--- config.mk ---
export PLATFORM = sky130hd
export DESIGN_NAME = hmmm_divider_flat
export DESIGN_NICKNAME = d
export VERILOG_FILES = /design/src/rtl/hmmm_divider_if.sv /design/src/rtl/hmmm_divider.sv /design/src/flat_wrapper.sv
export SDC_FILE = /design/constraint.sdc
export NUM_CORES = 1
export LEC_CHECK = 0
export CAP_MARGIN = 0
export CORE_AREA = 2 2 113 115
export CTS_BUF_LIST = sky130_fd_sc_hd__clkbuf_4
export DETAILED_ROUTE_END_ITERATION = 6
export DIE_AREA = 0 0 115 117
export PLACE_DENSITY = 0.81
export SYNTH_ARGS = -nofsm -noshare
export SYNTH_HDL_FRONTEND = slang
export SYNTH_SLANG_ARGS = --single-unit
--- constraint.sdc ---
create_clock -name clk -period 6.5 [get_ports clk]
set_input_delay 0.975 -clock clk [delete_from_list [all_inputs] [get_ports clk]]
set_output_delay 0.975 -clock clk [all_outputs]
set_load 0.01 [all_outputs]
--- src/rtl/hmmm_divider_if.sv ---
// Operand/result bundle between the core datapath and the HMMM divider.
// Handshake: start is sampled only while busy=0; busy rises the cycle after launch, and done pulses for one cycle as busy falls.
interface hmmm_divider_if;
    logic        start;
    logic        isMod;
    logic [15:0] dividend;
    logic [15:0] divisor;
    logic        busy;
    logic        done;
    logic [15:0] result;
    logic        divZero;

    modport master (
        output start, isMod, dividend, divisor,
        input  busy, done, result, divZero
    );

    modport slave (
        input  start, isMod, dividend, divisor,
        output busy, done, result, divZero
    );
endinterface

--- src/rtl/hmmm_divider.sv ---
// Multi-cycle signed 16-bit divider for HMMM div/mod: restoring division on magnitudes,
// then floor correction so the remainder takes the sign of the divisor.
module hmmm_divider (
    input  logic           clk,
    input  logic           reset,
    hmmm_divider_if.slave  bus,
    output logic [1:0]     dbg_state
);
    typedef enum logic [1:0] {
        IDLE = 2'd0,
        CALC = 2'd1,
        FIX  = 2'd2
    } state_t;

    state_t      state;
    state_t      state_next;

    logic        mod_op;
    logic        neg_dvd;
    logic        neg_dvs;
    logic        zero_dvs;
    logic [15:0] dvs_mag;
    logic [15:0] quo;
    logic [16:0] rem;
    logic [3:0]  cnt;
    logic        done_q;
    logic        div_zero_q;
    logic [15:0] result_q;

    logic [17:0] shifted;
    logic [17:0] trial;
    logic        signs_differ;
    logic [15:0] dvs_signed;
    logic [15:0] q_signed;
    logic [15:0] r_signed;
    logic [15:0] q_fix;
    logic [15:0] r_fix;

    always_ff @(posedge clk or posedge reset) begin
        if (reset) state <= IDLE;
        else       state <= state_next;
    end

    always_comb begin
        state_next = state;
        case (state)
            IDLE:    if (bus.start) state_next = CALC;
            CALC:    if (cnt == 4'd15) state_next = FIX;
            FIX:     state_next = IDLE;
            default: state_next = IDLE;
        endcase
    end

    always_comb begin
        shifted      = {rem, quo[15]};
        trial        = shifted - {2'b00, dvs_mag};
        signs_differ = neg_dvd ^ neg_dvs;
        dvs_signed   = neg_dvs ? (16'd0 - dvs_mag) : dvs_mag;
        q_signed     = signs_differ ? (16'd0 - quo) : quo;
        r_signed     = neg_dvd ? (16'd0 - rem[15:0]) : rem[15:0];
        q_fix        = q_signed;
        r_fix        = r_signed;
        // Truncated result rounds toward zero; step down once to reach floor.
        if (signs_differ && (r_signed != 16'd0)) begin
            q_fix = q_signed - 16'd1;
            r_fix = r_signed + dvs_signed;
        end
    end

    always_ff @(posedge clk or posedge reset) begin
        if (reset) begin
            mod_op     <= 1'b0;
            neg_dvd    <= 1'b0;
            neg_dvs    <= 1'b0;
            zero_dvs   <= 1'b0;
            dvs_mag    <= 16'd0;
            quo        <= 16'd0;
            rem        <= 17'd0;
            cnt        <= 4'd0;
            done_q     <= 1'b0;
            div_zero_q <= 1'b0;
            result_q   <= 16'd0;
        end else begin
            done_q <= 1'b0;
            case (state)
                IDLE: begin
                    if (bus.start) begin
                        mod_op   <= bus.isMod;
                        neg_dvd  <= bus.dividend[15];
                        neg_dvs  <= bus.divisor[15];
                        zero_dvs <= (bus.divisor == 16'd0);
                        quo      <= bus.dividend[15] ? (16'd0 - bus.dividend) : bus.dividend;
                        dvs_mag  <= bus.divisor[15] ? (16'd0 - bus.divisor) : bus.divisor;
                        rem      <= 17'd0;
                        cnt      <= 4'd0;
                    end
                end
                CALC: begin
                    if (!trial[17]) begin
                        rem <= trial[16:0];
                        quo <= {quo[14:0], 1'b1};
                    end else begin
                        rem <= shifted[16:0];
                        quo <= {quo[14:0], 1'b0};
                    end
                    cnt <= cnt + 4'd1;
                end
                FIX: begin
                    done_q     <= 1'b1;
                    div_zero_q <= zero_dvs;
                    result_q   <= zero_dvs ? 16'd0 : (mod_op ? r_fix : q_fix);
                end
                default: ;
            endcase
        end
    end

    assign bus.busy    = (state != IDLE);
    assign bus.done    = done_q;
    assign bus.result  = result_q;
    assign bus.divZero = div_zero_q;
    assign dbg_state   = state;
endmodule

--- src/flat_wrapper.sv ---
// flat-port wrapper written by rule: the top's interface ports become plain ports
module hmmm_divider_flat 
  (clk, reset, dbg_state, bus_start, bus_isMod, bus_dividend, bus_divisor, bus_busy, bus_done, bus_result, bus_divZero);
  hmmm_divider_if bus_i ();
  input  logic clk;
  input  logic reset;
  output logic [1:0] dbg_state;
  input wire logic [$bits(bus_i.start)-1:0] bus_start;
  input wire logic [$bits(bus_i.isMod)-1:0] bus_isMod;
  input wire logic [$bits(bus_i.dividend)-1:0] bus_dividend;
  input wire logic [$bits(bus_i.divisor)-1:0] bus_divisor;
  output wire logic [$bits(bus_i.busy)-1:0] bus_busy;
  output wire logic [$bits(bus_i.done)-1:0] bus_done;
  output wire logic [$bits(bus_i.result)-1:0] bus_result;
  output wire logic [$bits(bus_i.divZero)-1:0] bus_divZero;
  assign bus_i.start = bus_start;
  assign bus_i.isMod = bus_isMod;
  assign bus_i.dividend = bus_dividend;
  assign bus_i.divisor = bus_divisor;
  assign bus_busy = bus_i.busy;
  assign bus_done = bus_i.done;
  assign bus_result = bus_i.result;
  assign bus_divZero = bus_i.divZero;
  hmmm_divider u_core (.clk(clk), .reset(reset), .bus(bus_i), .dbg_state(dbg_state));
endmodule
After elaboration in Yosys (flattened, before gate mapping)
Cells that the tools add are included.

word-level totals
  output and inout bits = 21
  input bits = 36
  logic and storage cells = 57
  register bits after elaboration = 77

cells by class
  bitwise operators = 1
  eq/ne operators = 5
  add/sub/neg operators = 9
  multiplexer cells = 21
  reduce and logical (&&, ||, !) cells = 9

operators with widths
  kind                                                   number
  two-way mux 16 bit                                     10
  subtractor 1 x 16 -> 16 bit, first input constant      5
  two-way mux 17 bit                                     2
  case mux 17 bit (2 select lines)                       1
  case mux 16 bit (2 select lines)                       1
  subtractor 18 x 16 -> 18 bit                           1
  adder 16 bit                                           1
  zero test 16 bit                                       1
  nonzero test 16 bit                                    1
  subtractor 16 x 1 -> 16 bit, second input constant     1
  case mux 4 bit (2 select lines)                        1
  AND reduction 2 bit                                    3
  adder 4 x 1 -> 4 bit, second input constant            1
  == test 4 bit, second input constant                   1
  two-way mux 2 bit                                      2
  two-way mux 4 bit                                      1
  case mux 2 bit (2 select lines)                        1
  nonzero test 2 bit                                     2
  == test 2 x 1 -> 1 bit, second input constant          1
  == test 2 bit, second input constant                   1
  zero test 2 bit                                        1
  two-way mux 1 bit                                      2
  inequality test 2 x 1 -> 1 bit, second input constant  1
  inequality test 2 bit, second input constant           1
  other kinds (2)                                        2

Depth between registers and ports, before layout
  word-level depth = 7
  depth in mapped cells = 16
  mapped depth without buffers = 16

Least setup slack after synthesis
Ideal clock, no wire load.

  path kind = flip-flop to flip-flop
  start point = register u_core.dvs_mag[5]
  end point = register u_core.result_q[15], in the netlist u_core.bus.result[15]
  cell stages (with the launch flop) = 15
  required time = 6.409 ns
  setup slack = 2.737 ns
  data arrival time = 3.673 ns
  clock period less this slack = 3.763 ns
  library setup time = 0.091 ns
  path buffers = 0
  cells stage by stage = dfrtp_1 -> or4_1 -> or2_1 -> o41ai_1 -> xnor2_1 -> ha_1 -> or2_2 -> a21o_1 -> a21oi_1 -> a21o_1 -> a211oi_1 -> or3_1 -> a21oi_1 -> mux2_2 -> o221ai_1

on the way
  cells in the longest elaborated chain, start to end = 6

RTL lines
  item                                 line                 text
  from (decl)                          hmmm_divider.sv:22   logic [15:0] dvs_mag;
  from (signal assigned)               hmmm_divider.sv:93   dvs_mag <= bus.divisor[15] ? (16'd0 - bus.divisor) : bus.divisor;
  subtractor 1 x 16 -> 16 bit          hmmm_divider.sv:58   dvs_signed = neg_dvs ? (16'd0 - dvs_mag) : dvs_mag;
  two-way mux 16 bit (*)               hmmm_divider.sv:58
  adder 16 bit (*)                     hmmm_divider.sv:66   r_fix = r_signed + dvs_signed;
  two-way mux 16 bit (*)               hmmm_divider.sv:64   if (signs_differ && (r_signed != 16'd0)) begin
  two-way mux 16 bit (*) (2 in a row)  hmmm_divider.sv:111  result_q <= zero_dvs ? 16'd0 : (mod_op ? r_fix : q_fix);
  to (signal assigned)                 hmmm_divider.sv:111
  to (decl)                            hmmm_divider.sv:28   logic [15:0] result_q;

Every way passes the cells marked *; elsewhere a longest branch is shown, timed or not.
A chain may end at the register's enable or synchronous reset.

Worst setup path after layout
Same ends and word-level chain as after synthesis.

==> flow_metrics.tcl <==
set metrics [dict create \
    outcome "finished clean" \
    cp_max_fo 5 \
    initial_core_util_pct 58.6 \
    numCtsBuffers 9 \
    drc 0 \
    gr-total-overflow 0 \
    post_cts_buffers 0 \
    yosys.area_share.simple_pct 17.7 \
    syn_inst 865 \
    cts.clk_slew.worst_paths_ps 120 \
    synthXorXnorAreaFrac_pct 13.5 \
    synth.top_cell.area_share_pct 26.7 \
    seq_area_um2 1930 \
    synth-edff-count 0 \
    clkSinkCount 77 \
    syn_area_um2 7220 \
    ys_top_cells_by_area "dfrtp_1 27%, xnor2_1 6.9%, xor2_1 6.5%, ha_1 6.4%, o21ai_0 5.8%" \
    drv_slew 0 \
    io_pins 57 \
    synth_mux_area_share_pct 4.49 \
    grt.total_usage_pct 28.0 \
    period_share_pct 63.0 \
    drt_iter0_markers 473 \
    dieArea_um2 13500 \
    synth.avg_cell_area_um2 8.35 \
    clockBufferDepth 2 \
    yosys.cell_types.count 73 \
    drive_above_1_share_pct 5.61 \
    numPortBuffers 56 \
    multiInputGateArea_um2 4750 \
    ys_seq_elements 77 \
    ctsHoldBuffers 0 \
    antenna_found_initial 1 \
    post_cts_resized 0 \
    synth_top_family_by_area "compound AO/OA/AOI/OAI gates" \
    ys.warnings.count 0 \
    syn_nets 940 \
    fin_nets 961 \
    die-height_um 117 \
    place_congestion 0.948 \
    finalHoldViolCount 0 \
    grt_max_degree 78 \
    synth_top_area_cell "dfrtp_1" \
    synth_compound_area_share_pct 23.1 \
    path_class "reg2reg" \
    synth_fa_ha_area_share_pct 6.97 \
    worst_ep_required_time_ps 6840 \
    grt_pass1_wl_um 29800 \
    synth_ff_type "dfrtp_1" \
    worst_slew_pin_slew_ps 990 \
    grt_pass1_vias 5940 \
    cp_data_arrival_time_ps 4440 \
    finClkSkew_ps 36.0 \
    cp-end-kind "flip-flop" \
    wl_um 18000 \
    clock.fmax_mhz 244 \
    synth_seq_area_share_pct 26.7 \
    fillers 1081 \
    insertion_delay_ps 450 \
    core_um2 12300 \
    cts_tree "done" \
    vias 6468 \
    synthArstFlopShare_pct 100 \
    finalCriticalPeriod_ps 4090 \
    rows 41 \
    clockRootBuffer "clkbuf_4" \
    slew-limit-headroom_pct 34.0 \
    chipWidth_um 115 \
    htree_levels 3 \
    hold_path_class "reg2reg" \
    wl_per_cell_um 17.2 \
    tns_ps 0 \
    rsz0062_at_grt "no" \
    place_hpwl_um 13800 \
    worst_setup_path_start_kind "flip-flop" \
    drt_pass1_iterations 5 \
    max-cap-violations 0 \
    antenna_left 0 \
    area_delta_synth_final_pct 8.13 \
    via_per_inst 6.21 \
    setup_viol 0 \
]
stage by stage:
step / utilization, % / cells / instance area (µm²) / hold WS, ps / worst slack (ps)
floorplan: - / 865 / 7220 / 457 / 2740
global placement: 62.3 / 1025 / 7670 / 461 / 2530
detailed placement: 62.3 / 1025 / 7670 / 469 / 2450
CTS: 63.4 / 1041 / 7800 / 496 / 2430
global route: 63.4 / 1042 / 7810 / 508 / 2140
finish: 63.4 / 1042 / 7810 / 496 / 2410
cell usage after synthesis (all sizes together) (29+ instances only):
cell	count
nor2	38
mux2i	29
xor2	54
dfrtp	77
xnor2	57
nand2	81
o21ai	86
a21oi	39
ha	37
nand3	30
clkbuf	39
inv	51
state kept, by name (all words and copies together), names as in the netlist:
| name | flops |
|---|---|
| u_core.zero_dvs | 1 |
| u_core.neg_dvd | 1 |
| u_core.bus.done | 1 |
| u_core.rem | 17 |
| u_core.mod_op | 1 |
| u_core.dbg_state | 2 |
| u_core.dvs_mag | 16 |
| u_core.cnt | 4 |
| u_core.bus.result | 16 |
| u_core.bus.divZero | 1 |
| u_core.neg_dvs | 1 |
| u_core.quo | 16 |
metal layers:
layer	GRT usage, %	up-vias	part of all wire [%]
met5	0	-	0
met4	10.8	0	3.3
met1	39.9	3003	45
met3	4.99	37	7.6
met2	42.6	266	44
li1	-	3162	-
cells by family (layout without fill, tap and decap cells):
logic type      count (synthesis)  in the layout
buf+inv                       104            130
mux                            32             32
compound gates                251            251
other cells                     0              1
flops                          77             77
fa+ha+maj                      39             39
simple gates                  251            251
xor+xnor                      111            111
worst max-delay path, stage by stage, from the launching register on:
cell and delay (ps):
dfrtp_1 430, or4_1 660, or2_1 290, or4_1 400, o21ai_0 220, xnor2_1 160
ha_1 300, a21oi_1 160, nand2_1 100, nor3_1 190, a211oi_1 110, or3_1 330
a21oi_1 160, mux2_2 340, o221ai_1 160
cells in the final DEF (no fill, tap or decap), types with 35 or more instances in the layout:
cell type	n
nor2_1	35
inv_1	50
xnor2_1	56
xor2_1	54
clkdlybuf4s50_1	56
nand2_1	81
ha_1	37
o21ai_0	83
a21oi_1	39
dfrtp_1	77
final timing paths:
kind | cells past startpoint | startpoint | slack [ps] | end
max | 14 | u_core.dvs_mag[5] | 2410 | u_core.bus.result[15]
min | 2 | u_core.bus.result[7] | 500 | u_core.bus.result[7]
max reg2reg | 14 | u_core.dvs_mag[5] | 2410 | u_core.bus.result[15]
min reg2reg | 2 | u_core.bus.result[7] | 500 | u_core.bus.result[7]
max in group asynchronous | 3 | reset | 4700 | u_core.rem[4]
min in group asynchronous | 3 | reset | 1150 | u_core.bus.result[3]
layout make-up:
type | count | area share (%)
Antenna cell | 1 | 0.0321
Clock inverter | 6 | 0.785
Inverter | 51 | 2.47
Timing Repair Buffer | 63 | 7.85
Clock buffer | 10 | 0.962
Sequential cell | 77 | 24.7
Tap cell | 150 | 2.40
Multi-Input combinational cell | 684 | 60.8
Power is left out: the tool's default activity adds up to more than one toggle a clock period on the data nets, which glitch-free logic cannot reach.
==> patch 1, RTL diff (same flow settings) <==
Reset style: synchronous (`reset`), changed in 2 clocked blocks.
--- a/src/rtl/hmmm_divider.sv
+++ b/src/rtl/hmmm_divider.sv
@@ -38,3 +38,3 @@
 
-    always_ff @(posedge clk or posedge reset) begin
+    always_ff @(posedge clk) begin
         if (reset) state <= IDLE;
@@ -69,3 +69,3 @@
 
-    always_ff @(posedge clk or posedge reset) begin
+    always_ff @(posedge clk) begin
         if (reset) begin
Behaviour: differs if reset is asserted again (counterexample within 4 cycles, from zero or initial values and one cycle with reset high); with reset held inactive, the same outputs for 10 cycles.
==> patch 1 against the unedited design <==
The flow now finishes with violations (DRC); maximum frequency increased by 7.8%; worst hold slack got worse by 0.016 ns; sequential share of layout area decreased by 5.0 points; setup slack improved by 0.30 ns; critical path depth decreased by 3; synthesized cell count increased by 10%; sequential cell count unchanged; cell area increased by 0.18%; wire length increased by 2.7%; area after synthesis decreased by 1.4%; critical path type unchanged.
==> patch 1: results (changes against the unedited design) <==
- Most used DFF post-synth: dfxtp_1
- Drt pass-1 iters: 7 (+2)
- Layout area overhead: 9.86%
- Mapped Nets: 1,030 (+9.6%)
- GP Congestion: 0.951 (+0.39%)
- Average vias per placed instance: 6.25 (+0.72%)
- Max FO, Critical Path: 24 (+19)
- Crit path DAT: 4.17 ns (-0.27 ns)
- Post-CTS Setup Inserts: 0 (unchanged)
- Vias in the first global route: 6,386 (+7.5%)
- DP Area: 0.00769 mm^2 (+0.24%)
- Remaining DRCs: 4 (+4)
- Cell count after synthesis: 955 (+10%)
- PortBufs: 56 (unchanged)
- Slew margin rel.: 30.4% (-3.6 points)
- Clk_skew: 0.0183 ns (-0.0177 ns)
- H-tree levels: 3 (unchanged)
- Post-synth top cells: 96 x nand2_1, 81 x nor2_1, 77 x dfxtp_1, 68 x a21oi_1, 64 x xnor2_1
- Layout cells sized above 1: 4.81% (-0.80 points)
- DRT iter0 DRCs: 606 (+28%)
- Clock Latency Late Sink: 0.47 ns (+0.02 ns)
- Fin cells: 1,128 (+8.3%)
- Seq/Total Area, Yosys: 21.7% (-5.0 points)
- Largest net degree at the start of global routing: 52 (-33%)
- Syn. warnings: 0 (unchanged)
- Final setup viols: 0 (unchanged)
- Largest register FFs: 17 (unchanged)
- Top cells by area, synth: dfxtp_1 22%, xnor2_1 7.9%, ha_1 6.5%, nand2_1 5.1%, a21oi_1 4.8%
- Post-CTS sizing: 0 (unchanged)
- Hold Crit Class: flop to flop
- Wirelength per Cell: 16.3 um (-5.1%)
- Clk slew on worst S/H paths: 0.14 ns (+0.02 ns)
- Synth top area share: 21.7% (-5.0 points)
- Lkg Pwr: slightly above 0.003 uW
- Cell variety after synth: 74 (+1.4%)
- Pre-CTS WS: 2.84 ns (+0.384 ns)
- Root Driver: clkbuf_4
- Clock Path Buffers: 2 (unchanged)
- Filler cell count: 1,140 (+5.5%)
- First-pass GRT wire length: 30,900 um (+3.9%)
- Worst vdd ir: 389 uV
- Status: complete, but fails checks
- Initial antenna violation count: 1 (unchanged)
- Fraction of registers with async set/reset: 0% (-100 points)
- Violated checks: DRC
- TritonCTS Buffers: 9 (unchanged)
- Dpl hpwl: 14,200 um (+2.6%)
- GRT Total Usage: 28.5% (+0.54 points)
- Largest Register: u_core.rem
patch 1: cell types whose count changed in the layout (fill, tap and decap cells not counted), moves of 8 or more:
| cell | change |
|---|---|
| dfrtp_1 | -77 |
| dfxtp_1 | +77 |
| nor2_1 | +46 |
| a21oi_1 | +29 |
| o21ai_0 | -29 |
| a211oi_1 | +19 |
| xor2_1 | -16 |
| nand2_1 | +15 |
| nor3_1 | +14 |
| mux2i_1 | -8 |
| nand3_1 | -8 |
patch 1: metal layers:
metal	global-route usage (%)	vias up	wire, um	share of wire, %
met5	0	-	0	0
met4	11.3	0	439	2.4
met3	4.02	36	1270	6.9
met2	44.5	254	8330	45
met1	40.0	3267	8400	46
li1	-	3495	-	-
patch 1: area by class of cell:
cell class / instances / share of cell area, %
Clock inverter: 6 / 0.816
Tap cell: 150 / 2.40
Antenna cell: 1 / 0.0320
Multi-Input combinational cell: 769 / 65.8
Timing Repair Buffer: 65 / 7.97
Sequential cell: 77 / 19.7
Clock buffer: 9 / 0.864
Inverter: 51 / 2.45
patch 1: critical path, cell delays in order, from the launching register on:
cell	delay, ns
dfxtp_1	0.90
o21ai_0	0.40
fa_1	0.54
a21o_1	0.18
a21oi_1	0.24
o21bai_1	0.11
o311ai_0	0.10
o21ai_0	0.21
a2111o_1	0.46
nand3_1	0.11
a31oi_1	0.13
a2111oi_2	0.32
patch 1: logic make-up (layout without fill, tap and decap cells):
| logic type | Yosys count | count (layout) | share of synthesized area [%] |
|---|---|---|---|
| other | 0 | 1 | 0 |
| buffers and inverters | 109 | 131 | 6.20 |
| and+or+nand+nor | 318 | 318 | 21.6 |
| muxes | 26 | 26 | 3.74 |
| xor gates and xnor gates | 103 | 103 | 12.8 |
| AOI/OAI and AO/OA | 283 | 283 | 27.0 |
| adders and majority gates | 39 | 39 | 7.06 |
| DFF | 77 | 77 | 21.7 |
patch 1: where the power goes:
| group | switching [uW] | internal [uW] | total [uW] | leakage [uW] |
|---|---|---|---|---|
| clock network | 191 | 115 | 306 | 0.0000698 |
| logic | 1270 | 878 | 2150 | 0.00238 |
| registers | 113 | 521 | 634 | 0.000627 |
patch 1: final timing paths:
check,start,end,slack [ns],cells past startpoint
worst min register to register,u_core.bus.result[13]$_SDFFE_PP0P_,u_core.bus.result[13]$_SDFFE_PP0P_,0.48,2
worst max-delay path,u_core.neg_dvd$_SDFFE_PP0P_,u_core.bus.result[12]$_SDFFE_PP0P_,2.70,11
worst min-delay path,u_core.bus.result[13]$_SDFFE_PP0P_,u_core.bus.result[13]$_SDFFE_PP0P_,0.48,2
worst max register to register,u_core.neg_dvd$_SDFFE_PP0P_,u_core.bus.result[12]$_SDFFE_PP0P_,2.70,11
==> patch 2, RTL diff (same settings) <==
Made on the original files. Put one more register stage on the output `dbg_state`, cleared by the reset. The value now appears one clock later. The other outputs are not delayed to match.
--- a/src/rtl/hmmm_divider.sv
+++ b/src/rtl/hmmm_divider.sv
@@ -121,3 +121,9 @@
     assign bus.divZero = div_zero_q;
-    assign dbg_state   = state;
+    always_ff @(posedge clk or posedge reset) begin
+        if (reset) begin
+            dbg_state <= '0;
+        end else begin
+            dbg_state <= state;
+        end
+    end
 endmodule
Check against the original RTL: not equivalent (Yosys sat finds a counterexample within 4 cycles, from zero or initial values and one cycle with reset high).
==> patch 2 against the unedited design <==
Sequential cell count grew 2; cell area grew 1.4%; wire length fell by 2.7%; clock skew down 0.0064 ns; highest routed layer unchanged; count of clock-buffer cells in the layout shrank 1; worst hold slack worse by 0.034 ns; critical path depth up 1; maximum frequency decreased by 3.2%; largest cell class unchanged; area after synthesis decreased by 0.81%; setup slack lost 0.14 ns.
Power is left out: the tool's default activity adds up to more than one toggle a clock period on the data nets, which glitch-free logic cannot reach.
==> patch 2: results (changes against the unedited design) <==
- Drt pass-1 iters: 5 (unchanged)
- Vias in the first global route: 5,932 (-0.13%)
- Status: complete, no violations
- Dpl hpwl: 13,300 um (-3.2%)
- Slowest Stage Delay on Critical Path: 0.65 ns
- Largest register FFs: 17 (unchanged)
- Clock Latency Late Sink: approximately 0.46 ns
- First-pass GRT wire length: 29,000 um (-2.5%)
- GP Congestion: 0.911 (-3.9%)
- Post-CTS sizing: 0 (unchanged)
- Critical path's top delay family: simple AND/OR/NAND/NOR gates
- Mapped Nets: 957 (+1.8%)
- GRT Total Usage: 27.2% (-0.77 points)
- Worst-Margin Slew: 1.20 ns (+0.209 ns)
- DRT iter0 DRCs: 655 (+38%)
- H-tree levels: 3 (unchanged)
- Hold Crit Class: flop to flop
- Crit-path slowest cell: or4b_1
- Fraction of registers with async set/reset: 100% (unchanged)
- Hold Vio Cnt, Final: 0 (unchanged)
- Nets@finish: 981 (+2.1%)
- Crit path DAT: 4.58 ns (+0.14 ns)
- Clock Path Buffers: 2 (unchanged)
- Reg2reg path depth: 15 (+1)
- Root Driver: clkbuf_4
- TritonCTS Buffers: 9 (unchanged)
- Post-synth top cells: 100 x nand2_1, 86 x o21ai_0, 79 x dfrtp_1, 69 x xnor2_1, 49 x nor2_1
- Layout cells sized above 1: 5.27% (-0.34 points)
- Routed WL: 17,500 um (-2.7%)
- Post-CTS Setup Inserts: 0 (unchanged)
- Top cells by area, synth: dfrtp_1 28%, xnor2_1 8.4%, ha_1 6.5%, o21ai_0 6.0%, xor2_1 5.6%
- Seq/Total Area, Yosys: 27.6% (+0.92 points)
- Max FO, Critical Path: 9 (+4)
- Average vias per placed instance: 6.14 (-1.1%)
- Clk_skew: 0.0296 ns (-0.00645 ns)
- Syn. warnings: 0 (unchanged)
- Cell variety after synth: 73 (unchanged)
- Largest net degree at the start of global routing: 80 (+2.6%)
- WHS Path Cells: 0 (-2)
- PortBufs: 56 (unchanged)
- Filler cell count: 1,078 (-0.28%)
- Largest Register: u_core.rem
- Initial antenna violation count: 0 (-1)
- Clk slew on worst S/H paths: 0.15 ns (+0.03 ns)
[patch 2: cell count changes after synthesis, moves of 8 or more]
cell      before  now
clkbuf_1      32   41
nand2_1       81  100
inv_1         51   43
xnor2_1       57   69
xor2_1        54   46
nor2_1        35   49
[patch 2: worst register-to-register path, cell delays in order, from the launching register on]
cell and delay (ns):
dfrtp_1 0.53, inv_1 0.13, ha_1 0.22, or4b_1 0.65, o31ai_1 0.33, xnor2_1 0.30
ha_1 0.36, a21oi_1 0.20, nand2b_1 0.13, nor2_1 0.10, a21oi_1 0.08, o41ai_2 0.08
mux2i_1 0.25, or4b_1 0.47, xnor2_1 0.20, o211ai_1 0.10
[patch 2: per-layer routing]
metal / wire length [um] / GRT usage [%] / vias up
met4: 470 / 9.32 / 0
met2: 7780 / 42.1 / 224
li1: - / - / 3217
met1: 8130 / 39.0 / 3043
met3: 1090 / 4.43 / 34
met5: 0 / 0 / -
[patch 2: path summary, 6_finish.rpt]
check | from | end | slack (ns)
setup / recovery | u_core.rem[0]$_DFFE_PP0P_ | u_core.bus.result[15]$_DFFE_PP0P_ | 2.27
hold / removal | u_core.state[0]$_DFFE_PP0P_ | u_core.dbg_state[0]$_DFF_PP0_ | 0.46
setup reg to reg | u_core.rem[0]$_DFFE_PP0P_ | u_core.bus.result[15]$_DFFE_PP0P_ | 2.27
hold reg to reg | u_core.state[0]$_DFFE_PP0P_ | u_core.dbg_state[0]$_DFF_PP0_ | 0.46
max in group asynchronous | reset | u_core.rem[7]$_DFFE_PP0P_ | 4.73
min in group asynchronous | reset | u_core.quo[0]$_DFFE_PP0P_ | 1.14
[patch 2: per-stage QoR]
stage | hold WS (ns) | std cells | setup slack, ns | instance area, um^2
final | 0.462 | 1062 | 2.27 | 7920
after global routing | 0.491 | 1061 | 1.99 | 7910
after CTS | 0.472 | 1061 | 2.34 | 7910
after detailed placement | 0.441 | 1045 | 2.31 | 7770
after global placement | 0.423 | 1045 | 2.39 | 7770
after floorplan | 0.400 | 882 | 2.64 | 7160
[patch 2: area by class of cell]
cell class              instances  area [um^2]  share of cell area (%)
repair buffers                 65          628                    7.93
flip-flops and latches         79         1980                    25.0
clock buffers                   9         67.6                   0.853
diodes                          1         2.50                  0.0316
well taps                     150          188                    2.37
inverters                      43          163                    2.05
multi-input cells             708         4820                    60.9
clock inverters                 7         71.3                   0.901
[patch 2: cell families (layout without fill, tap and decap cells)]
family	Yosys count	after routing	synth area share [%]
compound gates	253	253	23.4
xor+xnor	115	115	14.1
fa+ha+maj	39	39	7.02
buf+inv	95	124	5.31
flops	79	79	27.6
mux	24	24	3.37
other cells	0	1	0
simple gates	277	277	19.2
